### src/rtl/inv_tree_pulse_seq_pkg.sv
// rtl/inv_tree_pulse_seq_pkg.sv - shared types and defaults for the inverter-tree pulse sequencer
package inv_tree_seq_pkg;

  localparam int NUM_LEAF      = 4;
  localparam int DEF_CNT_W     = 8;
  localparam int DEF_NP_W      = 8;
  localparam int DEF_DRAIN_CYC = 4;

  // One-hot encoding keeps each state decode a single flop.
  typedef enum logic [4:0] {
    IDLE  = 5'b00001,
    HIGH  = 5'b00010,
    LOW   = 5'b00100,
    DRAIN = 5'b01000,
    FIN   = 5'b10000
  } seq_state_t;

endpackage

### src/rtl/inv_tree_pulse_seq_if.sv
// rtl/inv_tree_pulse_seq_if.sv - control/status bundle between register side and the sequencer
interface inv_tree_pulse_seq_if #(
  parameter int CNT_W    = inv_tree_seq_pkg::DEF_CNT_W,
  parameter int NP_W     = inv_tree_seq_pkg::DEF_NP_W,
  parameter int NUM_LEAF = inv_tree_seq_pkg::NUM_LEAF
);

  logic                     start;
  logic [CNT_W-1:0]         pulse_width;
  logic [CNT_W-1:0]         gap_width;
  logic [NP_W-1:0]          num_pulses;
  logic                     busy;
  logic                     done;
  logic [NUM_LEAF*NP_W-1:0] leaf_cnt;
  logic                     mismatch;

  modport master (
    output start, pulse_width, gap_width, num_pulses,
    input  busy, done, leaf_cnt, mismatch
  );

  modport slave (
    input  start, pulse_width, gap_width, num_pulses,
    output busy, done, leaf_cnt, mismatch
  );

endinterface

### src/rtl/inv_tree_pulse_seq_leaf_mon.sv
// rtl/inv_tree_pulse_seq_leaf_mon.sv - per-leaf sync2, rising-edge detect and saturating counter
// Only built when INV_TREE_LEAF_MON_EN is defined.
`ifdef INV_TREE_LEAF_MON_EN
module inv_tree_leaf_mon #(
  parameter int NP_W = 8
) (
  input  logic            i_clk,
  input  logic            i_rst,
  input  logic            i_leaf,
  input  logic            i_clr,
  output logic [NP_W-1:0] o_cnt
);

  logic            r_s1;
  logic            r_s2;
  logic            r_prev;
  logic [NP_W-1:0] r_cnt;
  logic            w_rise;

  assign w_rise = r_s2 & ~r_prev;

  always_ff @(posedge i_clk or posedge i_rst) begin
    if (i_rst) begin
      r_s1   <= 1'b0;
      r_s2   <= 1'b0;
      r_prev <= 1'b0;
      r_cnt  <= '0;
    end else begin
      r_s1   <= i_leaf;
      r_s2   <= r_s1;
      r_prev <= r_s2;
      // Clear wins over a coincident edge so a new train starts from zero.
      if (i_clr) begin
        r_cnt <= '0;
      end else if (w_rise && (r_cnt != '1)) begin
        r_cnt <= r_cnt + 1'b1;
      end
    end
  end

  assign o_cnt = r_cnt;

endmodule
`endif

### src/rtl/inv_tree_pulse_seq.sv
// rtl/inv_tree_pulse_seq.sv - programmable pulse-train driver for the 4-leaf inverter tree
// Leaf edge counting and mismatch flag exist only when INV_TREE_LEAF_MON_EN is defined.
module inv_tree_pulse_seq
  import inv_tree_seq_pkg::*;
#(
  parameter int CNT_W     = DEF_CNT_W,
  parameter int NP_W      = DEF_NP_W,
  parameter int DRAIN_CYC = DEF_DRAIN_CYC
) (
  input  logic                  i_clk,
  input  logic                  i_rst,
  inv_tree_pulse_seq_if.slave   bus,
  input  logic [NUM_LEAF-1:0]   i_leaf_in,
  output logic                  o_din
);

  localparam logic [CNT_W-1:0] DRAIN_M1 = CNT_W'(DRAIN_CYC - 1);
  localparam logic [CNT_W-1:0] ONE      = CNT_W'(1);

  seq_state_t       r_state;
  seq_state_t       w_state_nxt;
  logic [CNT_W-1:0] r_phase;
  logic [CNT_W-1:0] w_phase_nxt;
  logic [NP_W-1:0]  r_remain;
  logic [NP_W-1:0]  w_remain_nxt;
  logic [CNT_W-1:0] r_pw;
  logic [CNT_W-1:0] r_gw;
  logic [CNT_W-1:0] w_pw_in;
  logic [CNT_W-1:0] w_gw_in;
  logic             w_accept;
  logic             r_din;
  logic             r_busy;
  logic             r_done;

  assign w_pw_in = (bus.pulse_width == '0) ? ONE : bus.pulse_width;
  assign w_gw_in = (bus.gap_width   == '0) ? ONE : bus.gap_width;

  always_comb begin
    w_state_nxt  = r_state;
    w_phase_nxt  = r_phase;
    w_remain_nxt = r_remain;
    w_accept     = 1'b0;
    case (r_state)
      IDLE: begin
        if (bus.start) begin
          w_accept = 1'b1;
          if (bus.num_pulses != '0) begin
            w_state_nxt  = HIGH;
            w_phase_nxt  = w_pw_in - 1'b1;
            w_remain_nxt = bus.num_pulses;
          end else begin
            w_state_nxt  = DRAIN;
            w_phase_nxt  = DRAIN_M1;
            w_remain_nxt = '0;
          end
        end
      end
      HIGH: begin
        if (r_phase == '0) begin
          w_state_nxt  = LOW;
          w_phase_nxt  = r_gw - 1'b1;
          w_remain_nxt = r_remain - 1'b1;
        end else begin
          w_phase_nxt = r_phase - 1'b1;
        end
      end
      LOW: begin
        if (r_phase == '0) begin
          if (r_remain != '0) begin
            w_state_nxt = HIGH;
            w_phase_nxt = r_pw - 1'b1;
          end else begin
            w_state_nxt = DRAIN;
            w_phase_nxt = DRAIN_M1;
          end
        end else begin
          w_phase_nxt = r_phase - 1'b1;
        end
      end
      DRAIN: begin
        if (r_phase == '0) begin
          w_state_nxt = FIN;
        end else begin
          w_phase_nxt = r_phase - 1'b1;
        end
      end
      FIN: begin
        w_state_nxt = IDLE;
      end
      default: begin
        w_state_nxt = IDLE;
      end
    endcase
  end

  // Outputs are registered from the next state so din/busy/done line up with the state flops.
  always_ff @(posedge i_clk or posedge i_rst) begin
    if (i_rst) begin
      r_state  <= IDLE;
      r_phase  <= '0;
      r_remain <= '0;
      r_pw     <= ONE;
      r_gw     <= ONE;
      r_din    <= 1'b0;
      r_busy   <= 1'b0;
      r_done   <= 1'b0;
    end else begin
      r_state  <= w_state_nxt;
      r_phase  <= w_phase_nxt;
      r_remain <= w_remain_nxt;
      if (w_accept) begin
        r_pw <= w_pw_in;
        r_gw <= w_gw_in;
      end
      r_din  <= (w_state_nxt == HIGH);
      r_busy <= (w_state_nxt == HIGH) || (w_state_nxt == LOW) || (w_state_nxt == DRAIN);
      r_done <= (w_state_nxt == FIN);
    end
  end

  assign o_din    = r_din;
  assign bus.busy = r_busy;
  assign bus.done = r_done;

`ifdef INV_TREE_LEAF_MON_EN
  logic [NP_W-1:0]          r_np;
  logic                     r_mismatch;
  logic                     w_bad;
  logic [NUM_LEAF*NP_W-1:0] w_leaf_cnt;

  for (genvar g = 0; g < NUM_LEAF; g++) begin : g_leaf
    inv_tree_leaf_mon #(
      .NP_W (NP_W)
    ) u_mon (
      .i_clk  (i_clk),
      .i_rst  (i_rst),
      .i_leaf (i_leaf_in[g]),
      .i_clr  (w_accept),
      .o_cnt  (w_leaf_cnt[g*NP_W +: NP_W])
    );
  end

  // A saturated counter cannot prove the count, so it is reported as bad too.
  always_comb begin
    w_bad = 1'b0;
    for (int k = 0; k < NUM_LEAF; k++) begin
      if ((w_leaf_cnt[k*NP_W +: NP_W] != r_np) || (&w_leaf_cnt[k*NP_W +: NP_W])) begin
        w_bad = 1'b1;
      end
    end
  end

  always_ff @(posedge i_clk or posedge i_rst) begin
    if (i_rst) begin
      r_np       <= '0;
      r_mismatch <= 1'b0;
    end else if (w_accept) begin
      r_np       <= bus.num_pulses;
      r_mismatch <= 1'b0;
    end else if (w_state_nxt == FIN) begin
      r_mismatch <= r_mismatch | w_bad;
    end
  end

  assign bus.leaf_cnt = w_leaf_cnt;
  assign bus.mismatch = r_mismatch;
`else
  logic w_unused_leaf;
  assign w_unused_leaf = ^i_leaf_in;
  assign bus.leaf_cnt  = '0;
  assign bus.mismatch  = 1'b0;
`endif

endmodule

### src/flat_wrapper.sv
// flat-port wrapper written by rule: the top's interface ports become plain ports
module inv_tree_pulse_seq_flat import inv_tree_seq_pkg::*;
#(
  parameter int CNT_W     = DEF_CNT_W,
  parameter int NP_W      = DEF_NP_W,
  parameter int DRAIN_CYC = DEF_DRAIN_CYC
)
  (i_clk, i_rst, i_leaf_in, o_din, bus_start, bus_pulse_width, bus_gap_width, bus_num_pulses, bus_busy, bus_done, bus_leaf_cnt, bus_mismatch);
  inv_tree_pulse_seq_if #(.CNT_W(CNT_W), .NP_W(NP_W)) bus_i ();
  input  logic i_clk;
  input  logic i_rst;
  input  logic [NUM_LEAF-1:0] i_leaf_in;
  output logic o_din;
  input wire logic [$bits(bus_i.start)-1:0] bus_start;
  input wire logic [$bits(bus_i.pulse_width)-1:0] bus_pulse_width;
  input wire logic [$bits(bus_i.gap_width)-1:0] bus_gap_width;
  input wire logic [$bits(bus_i.num_pulses)-1:0] bus_num_pulses;
  output wire logic [$bits(bus_i.busy)-1:0] bus_busy;
  output wire logic [$bits(bus_i.done)-1:0] bus_done;
  output wire logic [$bits(bus_i.leaf_cnt)-1:0] bus_leaf_cnt;
  output wire logic [$bits(bus_i.mismatch)-1:0] bus_mismatch;
  assign bus_i.start = bus_start;
  assign bus_i.pulse_width = bus_pulse_width;
  assign bus_i.gap_width = bus_gap_width;
  assign bus_i.num_pulses = bus_num_pulses;
  assign bus_busy = bus_i.busy;
  assign bus_done = bus_i.done;
  assign bus_leaf_cnt = bus_i.leaf_cnt;
  assign bus_mismatch = bus_i.mismatch;
  inv_tree_pulse_seq #(.CNT_W(CNT_W), .NP_W(NP_W), .DRAIN_CYC(DRAIN_CYC)) u_core (.i_clk(i_clk), .i_rst(i_rst), .bus(bus_i), .i_leaf_in(i_leaf_in), .o_din(o_din));
endmodule
### config.mk
export PLATFORM = sky130hd
export DESIGN_NAME = inv_tree_pulse_seq_flat
export DESIGN_NICKNAME = d
export VERILOG_FILES = /design/src/rtl/inv_tree_pulse_seq_pkg.sv /design/src/rtl/inv_tree_pulse_seq_if.sv /design/src/rtl/inv_tree_pulse_seq_leaf_mon.sv /design/src/rtl/inv_tree_pulse_seq.sv /design/src/flat_wrapper.sv
export SDC_FILE = /design/constraint.sdc
export NUM_CORES = 1
export LEC_CHECK = 0
export CORE_UTILIZATION = 45
export DETAILED_ROUTE_END_ITERATION = 12
export GPL_TIMING_DRIVEN = 0
export PLACE_DENSITY = 0.82
export SLEW_MARGIN = 20
export SYNTH_ARGS = -nofsm -noshare
export SYNTH_HDL_FRONTEND = slang
export SYNTH_SLANG_ARGS = --single-unit
### constraint.sdc
create_clock -name i_clk -period 1.9 [get_ports i_clk]
set_input_delay 0.57 -clock i_clk [delete_from_list [all_inputs] [get_ports i_clk]]
set_output_delay 0.57 -clock i_clk [all_outputs]
set_load 0.02 [all_outputs]
==> flow_metrics.tcl, run 1 <==
set metrics [dict create \
    outcome "finished, violations left" \
    violations "negative setup slack" \
    p_leak_nw 1.75 \
    r2r_cells 7 \
    port_buffers 29 \
    drt_pass1_iterations 5 \
    cts_tree "built" \
    syn2layout_area_growth_pct 35.0 \
    synth-seq-cells 40 \
    fin_ws_ns -0.110 \
    die-area_um2 6620 \
    maxSlewViolCount 0 \
    fin_nets 446 \
    netlist_top_cells_count "dfrtp_1 (37), buf_4 (35), nor2_1 (24), o21ai_0 (24), a21oi_1 (18)" \
    startpoint_type "register" \
    synth_seq_area_share_pct 35.4 \
    critical_path_class "register to register" \
    ctsRootBufferMaster "clkbuf_8" \
    cp_num_cells 7 \
    min_period_ns 2.01 \
    crit_fanout 6 \
    numCtsBuffers 5 \
    worst_ep_required_time_ns 2.07 \
    setup_viol 8 \
    antenna_found_initial 0 \
    tightest_slew_ns 0.562 \
    drc 0 \
    fin_cells 485 \
    yosysMostFrequentCell "dfrtp_1" \
    viasPerCell 5.43 \
    hp-class "register to register" \
    cts_max_level 2 \
    synth.distinct_cells 64 \
    arrival_ns 2.18 \
    p_per_area_nw_per_um2 1290 \
    syn_area_um2 2840 \
    hold_depth 2 \
    synthArstFlopShare_pct 100 \
    synth_edf_count 0 \
    slowest_delay_ns 0.40 \
    drt-initial-drc-count 186 \
    gp_congestion 0.906 \
    io_pins 67 \
    synthCells 315 \
    crit_family "simple AND/OR/NAND/NOR gates" \
    rsz0062_at_grt "yes" \
    grt_usage_pct 21.8 \
    cts.sinks 40 \
    gr-total-overflow 0 \
    wl_um 7780 \
    wl_per_cell_um 16.0 \
    path_buf_inv 1 \
    grt_max_degree 23 \
    cp-end-kind "register" \
    vias 2633 \
    power.internal_w 0.00278 \
    yosysTopAreaCell "dfrtp_1" \
    max_cap_viol_count 0 \
    yosys_warnings 0 \
    clk_pin_slew_ns 0.08 \
    final_util_pct 63.9 \
    start_util_pct 47.3 \
    die_w_um 81.4 \
    cp_cell_sequence "inv_2 > ha_2 > or3b_4 > nand2b_4 > nor2b_4 > a2111oi_4 > a21oi_2" \
    core_area_um2 5990 \
    tns_ns -0.385 \
    fin_crit_sh_pct 106 \
    timing.hold.ws_ns 0.554 \
    grt_pass1_wl_um 10800 \
    max_freq_mhz 498 \
    seqPwrFrac_pct 35.2 \
    ir_worst_vdd_mv 0.846 \
    syn-mean-instance-area_um2 9.00 \
    drive_gt1_share_pct 35.4 \
    grt_pass1_vias 2315 \
    row_count 28 \
    insertion_delay_ns 0.30 \
    hold_viol 0 \
    max-slew-margin-rel_pct 62.5 \
    skew_ns 0.00365 \
    die_h_um 81.4 \
    sw_frac_of_total_pct 43.7 \
    comb_power_share_pct 52.6 \
    dp_cells 452 \
    slowest_stage "dfrtp_1" \
    p_switching_w 0.00216 \
    drt.antenna.violating_nets 0 \
    synthTopCellsByArea "dfrtp_1 (33%), buf_4 (9.3%), mux2_2 (5.2%), o21ai_0 (4.2%), xor2_1 (3.7%)" \
    cts_hold_buf 0 \
    cts.path.max_buffers 2 \
    hpwlAfterDp_um 4650 \
    n_antenna_cell 0 \
    power.share.clock_pct 12.2 \
    yosys.area.top_type_share_pct 32.7 \
    synthFlopType "dfrtp_1" \
]
==> per-stage QoR <==
stage                     total power, W  setup slack (ns)  instance area, µm²
after floorplan                  0.00314           -0.0665                2970
after global placement           0.00358            -0.887                3350
after detailed placement         0.00367            -0.892                3380
after CTS                        0.00454           -0.0231                3680
final                            0.00493            -0.110                3830
after global routing             0.00520            -0.195                3830
==> logic make-up (layout without fill, tap and decap cells) <==
family	after synthesis	after routing	synth area share, %
AO/OA/AOI/OAI	81	81	18.0
adder cells (fa/ha/maj)	6	6	2.65
buffers and inverters	59	122	13.1
multiplexers	14	14	5.52
XOR/XNOR	18	18	5.56
AND/OR/NAND/NOR	96	96	19.6
other	1	33	0.132
flip-flops	40	40	35.4
==> metal layers <==
metal | global-route usage, % | wire length [µm] | vias to the layer above
met5 | 0 | 0 | -
met4 | 12.0 | 255 | 0
met3 | 3.60 | 431 | 23
met2 | 35.8 | 4020 | 116
met1 | 27.0 | 3070 | 1250
li1 | - | - | 1244
==> worst paths after layout <==
kind / start / endpoint / slack (ns)
max in group asynchronous: i_rst / u_core.r_gw[0] / 0.75
worst min register to register: u_core.r_pw[1] / u_core.r_pw[1] / 0.55
min in group asynchronous: i_rst / u_core.r_remain[1] / 0.60
worst max-delay path: u_core.r_remain[1] / u_core.r_phase[3] / -0.11
worst max register to register: u_core.r_remain[1] / u_core.r_phase[3] / -0.11
worst min-delay path: u_core.r_pw[1] / u_core.r_pw[1] / 0.55
==> worst register-to-register path, stage by stage, from the launching register on <==
cell and delay, ns:
dfrtp_1 0.40, inv_2 0.07, ha_2 0.19, or3b_4 0.39, nand2b_4 0.17, nor2b_4 0.19
a2111oi_4 0.36, a21oi_2 0.12
==> flip-flops by register name, indices dropped and copies added, names as in the netlist <==
register,flops
u_core.r_gw,8
u_core.r_remain,8
u_core.r_pw,8
u_core.r_state,5
u_core.bus.done,1
u_core.o_din,1
u_core.bus.busy,1
u_core.r_phase,8
==> power groups by stage <==
stage          combinational [W]  sequential [W]  clock [W]
2_1_floorplan            0.00153         0.00161          0
3_3_place_gp             0.00192         0.00166          0
3_5_place_dp             0.00198         0.00169          0
4_1_cts                  0.00226         0.00168   0.000601
5_1_grt                  0.00279         0.00177   0.000640
6_report                 0.00259         0.00174   0.000600
==> layout make-up <==
class	count	area [µm²]
Buffer	41	298
Fill cell	469	2160
Clock inverter	2	10.0
Multi-Input combinational cell	248	1780
Sequential cell	40	1000
Inverter	16	62.6
Clock buffer	6	82.6
Timing Repair Buffer	57	499
Tap cell	75	93.8
==> what timing repair did <==
action	4_1_cts	5_1_grt
endpoints found under the setup margin	24	21
gates resized for setup	57	27
pin swaps	20	18
buffers inserted	16	11
==> cells in the final DEF (no fill, tap or decap), types with 3 or more instances in the layout <==
cell type / synthesis / layout
nor2_2: 1 / 3
inv_2: 1 / 5
dlygate4sd2_1: 0 / 12
buf_2: 2 / 5
o21ai_1: 5 / 7
buf_4: 35 / 58
a21oi_2: 1 / 3
a21oi_1: 18 / 16
nor2_1: 24 / 21
a211oi_2: 0 / 4
nor3b_1: 3 / 3
mux2_2: 13 / 13
xor2_1: 12 / 11
nand3_1: 7 / 6
o22ai_1: 5 / 5
conb_1: 1 / 33
inv_1: 15 / 10
nor3_1: 11 / 10
nor4_1: 5 / 5
dfrtp_1: 37 / 37
o21ai_0: 24 / 20
clkdlybuf4s50_1: 0 / 12
nand2_1: 17 / 16
nand3b_1: 3 / 3
dfstp_2: 3 / 3
clkbuf_8: 0 / 6
ha_1: 6 / 3
or4_4: 3 / 3
buf_6: 2 / 4
xnor2_1: 6 / 6
(Power assumes the default switching activity.)
==> inputs of run 2 (changes only) <==
--- a/config.mk
+++ b/config.mk
@@ -5,6 +5,7 @@
 export SDC_FILE = /design/constraint.sdc
 export NUM_CORES = 1
 export LEC_CHECK = 0
+export CORE_ASPECT_RATIO = 0.75
 export CORE_UTILIZATION = 45
 export DETAILED_ROUTE_END_ITERATION = 12
 export GPL_TIMING_DRIVEN = 0
==> run 2 against run 1 <==
Net effect:
- the flow still finishes with violations (negative setup slack)
- register-to-register slack gained 0.07 ns
- utilization rose by 1.4 points
- cell count grew 0.62%
- clock-buffer cell count rose by 1
- critical path depth is 2 higher
- critical path type unchanged
- critical endpoint is now u_core.r_phase[2]
==> flow_metrics.tcl, run 2 (synthesis results as in run 1) <==
set metrics [dict create \
    grt_pass1_wl_um 11700 \
    power.share.clock_pct 12.8 \
    drt.antenna.violating_nets 0 \
    p_per_area_nw_per_um2 1270 \
    nFillCells 450 \
    cts.sinks 40 \
    cts_tree "built" \
    arrival_ns 2.17 \
    comb_power_share_pct 52.0 \
    multi_input_area_um2 1810 \
    syn2layout_area_growth_pct 37.0 \
    drc 0 \
    cts.path.max_buffers 2 \
    skew_ns 0.0103 \
    power.internal_w 0.00280 \
    ir_worst_vdd_mv 0.746 \
    start_util_pct 47.7 \
    rsz0062_at_grt "yes" \
    hold_viol 0 \
    gp_congestion 0.868 \
    p_leak_nw 1.74 \
    grt_max_degree 23 \
    hp-class "register to register" \
    grt_usage_pct 22.7 \
    die_h_um 70.7 \
    final_cell_mix "buf_4 (59), dfrtp_1 (37), conb_1 (33), nor2_1 (23), o21ai_0 (19)" \
    drt_pass1_iterations 5 \
    crit_fanout 6 \
    register_area_um2 1000 \
    fin_crit_sh_pct 102 \
    outcome "finished, violations left" \
    cp-end-kind "register" \
    slowest_delay_ns 0.39 \
    tightest_slew_ns 0.553 \
    timing.rr.start "u_core.r_phase[0]" \
    slowest_stage "dfrtp_1" \
    row_count 24 \
    tns_ns -0.128 \
    vias 2620 \
    cp_num_cells 9 \
    wl_um 7540 \
    cts_max_level 2 \
    seqPwrFrac_pct 35.2 \
    n_antenna_cell 0 \
    critical_path_class "register to register" \
    setup_viol 8 \
    max_cap_viol_count 0 \
    fin_ws_ns -0.0382 \
    max-slew-margin-rel_pct 62.8 \
    viasPerCell 5.37 \
    die-area_um2 6630 \
    p_total_w 0.00493 \
    startpoint_type "register" \
    fin_nets 447 \
    numCtsBuffers 5 \
    min_period_ns 1.94 \
    grt_pass1_vias 2425 \
    die_w_um 93.7 \
    maxSlewViolCount 0 \
    rr_endpoint "u_core.r_phase[2]" \
    ctsRootBufferMaster "clkbuf_8" \
    drt-initial-drc-count 268 \
    r2r_cells 9 \
    gr-total-overflow 0 \
    antenna_found_initial 0 \
    r2r_slack_ns -0.04 \
    cp_cell_sequence "inv_2 > ha_4 > nor4b_4 > buf_4 > nand2_8 > or2_4 > nor2b_4 > a211oi_2 > o21ai_1" \
    clk_pin_slew_ns 0.08 \
    crit_end "u_core.r_phase[2]" \
    startpoint "u_core.r_phase[0]" \
    sw_frac_of_total_pct 43.2 \
    worst_ep_required_time_ns 2.13 \
    insertion_delay_ns 0.31 \
    io_pins 67 \
    drive_gt1_share_pct 34.9 \
    layout_commonest_cell "buf_4" \
    p_switching_w 0.00213 \
    path_buf_inv 2 \
    core_area_um2 5950 \
    wl_per_cell_um 15.4 \
    max_freq_mhz 516 \
    hpwlAfterDp_um 4920 \
    violations "negative setup slack" \
    port_buffers 29 \
    crit_family "simple AND/OR/NAND/NOR gates" \
]
run 2: routing by layer:
metal  vias to the layer above  wire length, µm  track usage, %
li1                       1247                -               -
met1                      1268             3370            31.6
met2                        92             3590            36.4
met3                        13              457            4.19
met4                         0              118            6.67
met5                         -                0               0
run 2: power by group through the flow:
| stage | Combinational [W] | Sequential (W) | Clock (W) |
|---|---|---|---|
| final | 0.00256 | 0.00173 | 0.000633 |
| after detailed placement | 0.00200 | 0.00171 | 0 |
| after global routing | 0.00278 | 0.00178 | 0.000664 |
| after CTS | 0.00231 | 0.00169 | 0.000627 |
| after floorplan | 0.00153 | 0.00161 | 0 |
| after global placement | 0.00193 | 0.00167 | 0 |
run 2: final cells by class:
type | instances | share of cell area, %
clock buffers | 7 | 2.48
inverters | 16 | 1.61
plain buffers | 42 | 8.05
flip-flops and latches | 40 | 25.9
multi-input cells | 248 | 46.6
well taps | 78 | 2.51
repair buffers | 57 | 12.9
run 2: how the worst min path moves through the flow:
stage / start / to / slack [ns] / cells past startpoint
floorplan: u_core.r_pw[1] / u_core.r_pw[1] / 0.47 / 2
global placement: u_core.r_pw[0] / u_core.r_pw[0] / 0.49 / 2
detailed placement: u_core.r_pw[0] / u_core.r_pw[0] / 0.50 / 2
CTS: u_core.r_pw[0] / u_core.r_pw[0] / 0.51 / 2
global route: u_core.r_pw[0] / u_core.r_pw[0] / 0.55 / 2
finish: u_core.r_pw[0] / u_core.r_pw[0] / 0.52 / 2
run 2: timing repair:
| action | CTS | global route |
|---|---|---|
| pin swaps | 19 | 17 |
| endpoints found under the setup margin | 27 | 18 |
| gates resized for setup | 66 | 25 |
| hold buffers | 0 | 0 |
| buffers inserted | 16 | 11 |
run 2: tightest hold or removal path: cells and delay by family (launching register included):
family,cells,cell delay (ns)
simple gates,1,0.05
flops,1,0.40
compound gates,1,0.07
run 2: metrics by stage:
step	setup WS, ns	hold slack (ns)	utilization, %	cell area (µm²)	std cells
2_1_floorplan	-0.0665	0.473	-	2970	347
3_3_place_gp	-0.895	0.494	56.4	3350	454
3_5_place_dp	-0.929	0.501	56.9	3380	455
4_1_cts	-0.000914	0.510	63.3	3760	477
5_1_grt	-0.146	0.545	65.3	3880	488
6_report	-0.0382	0.518	65.3	3880	488
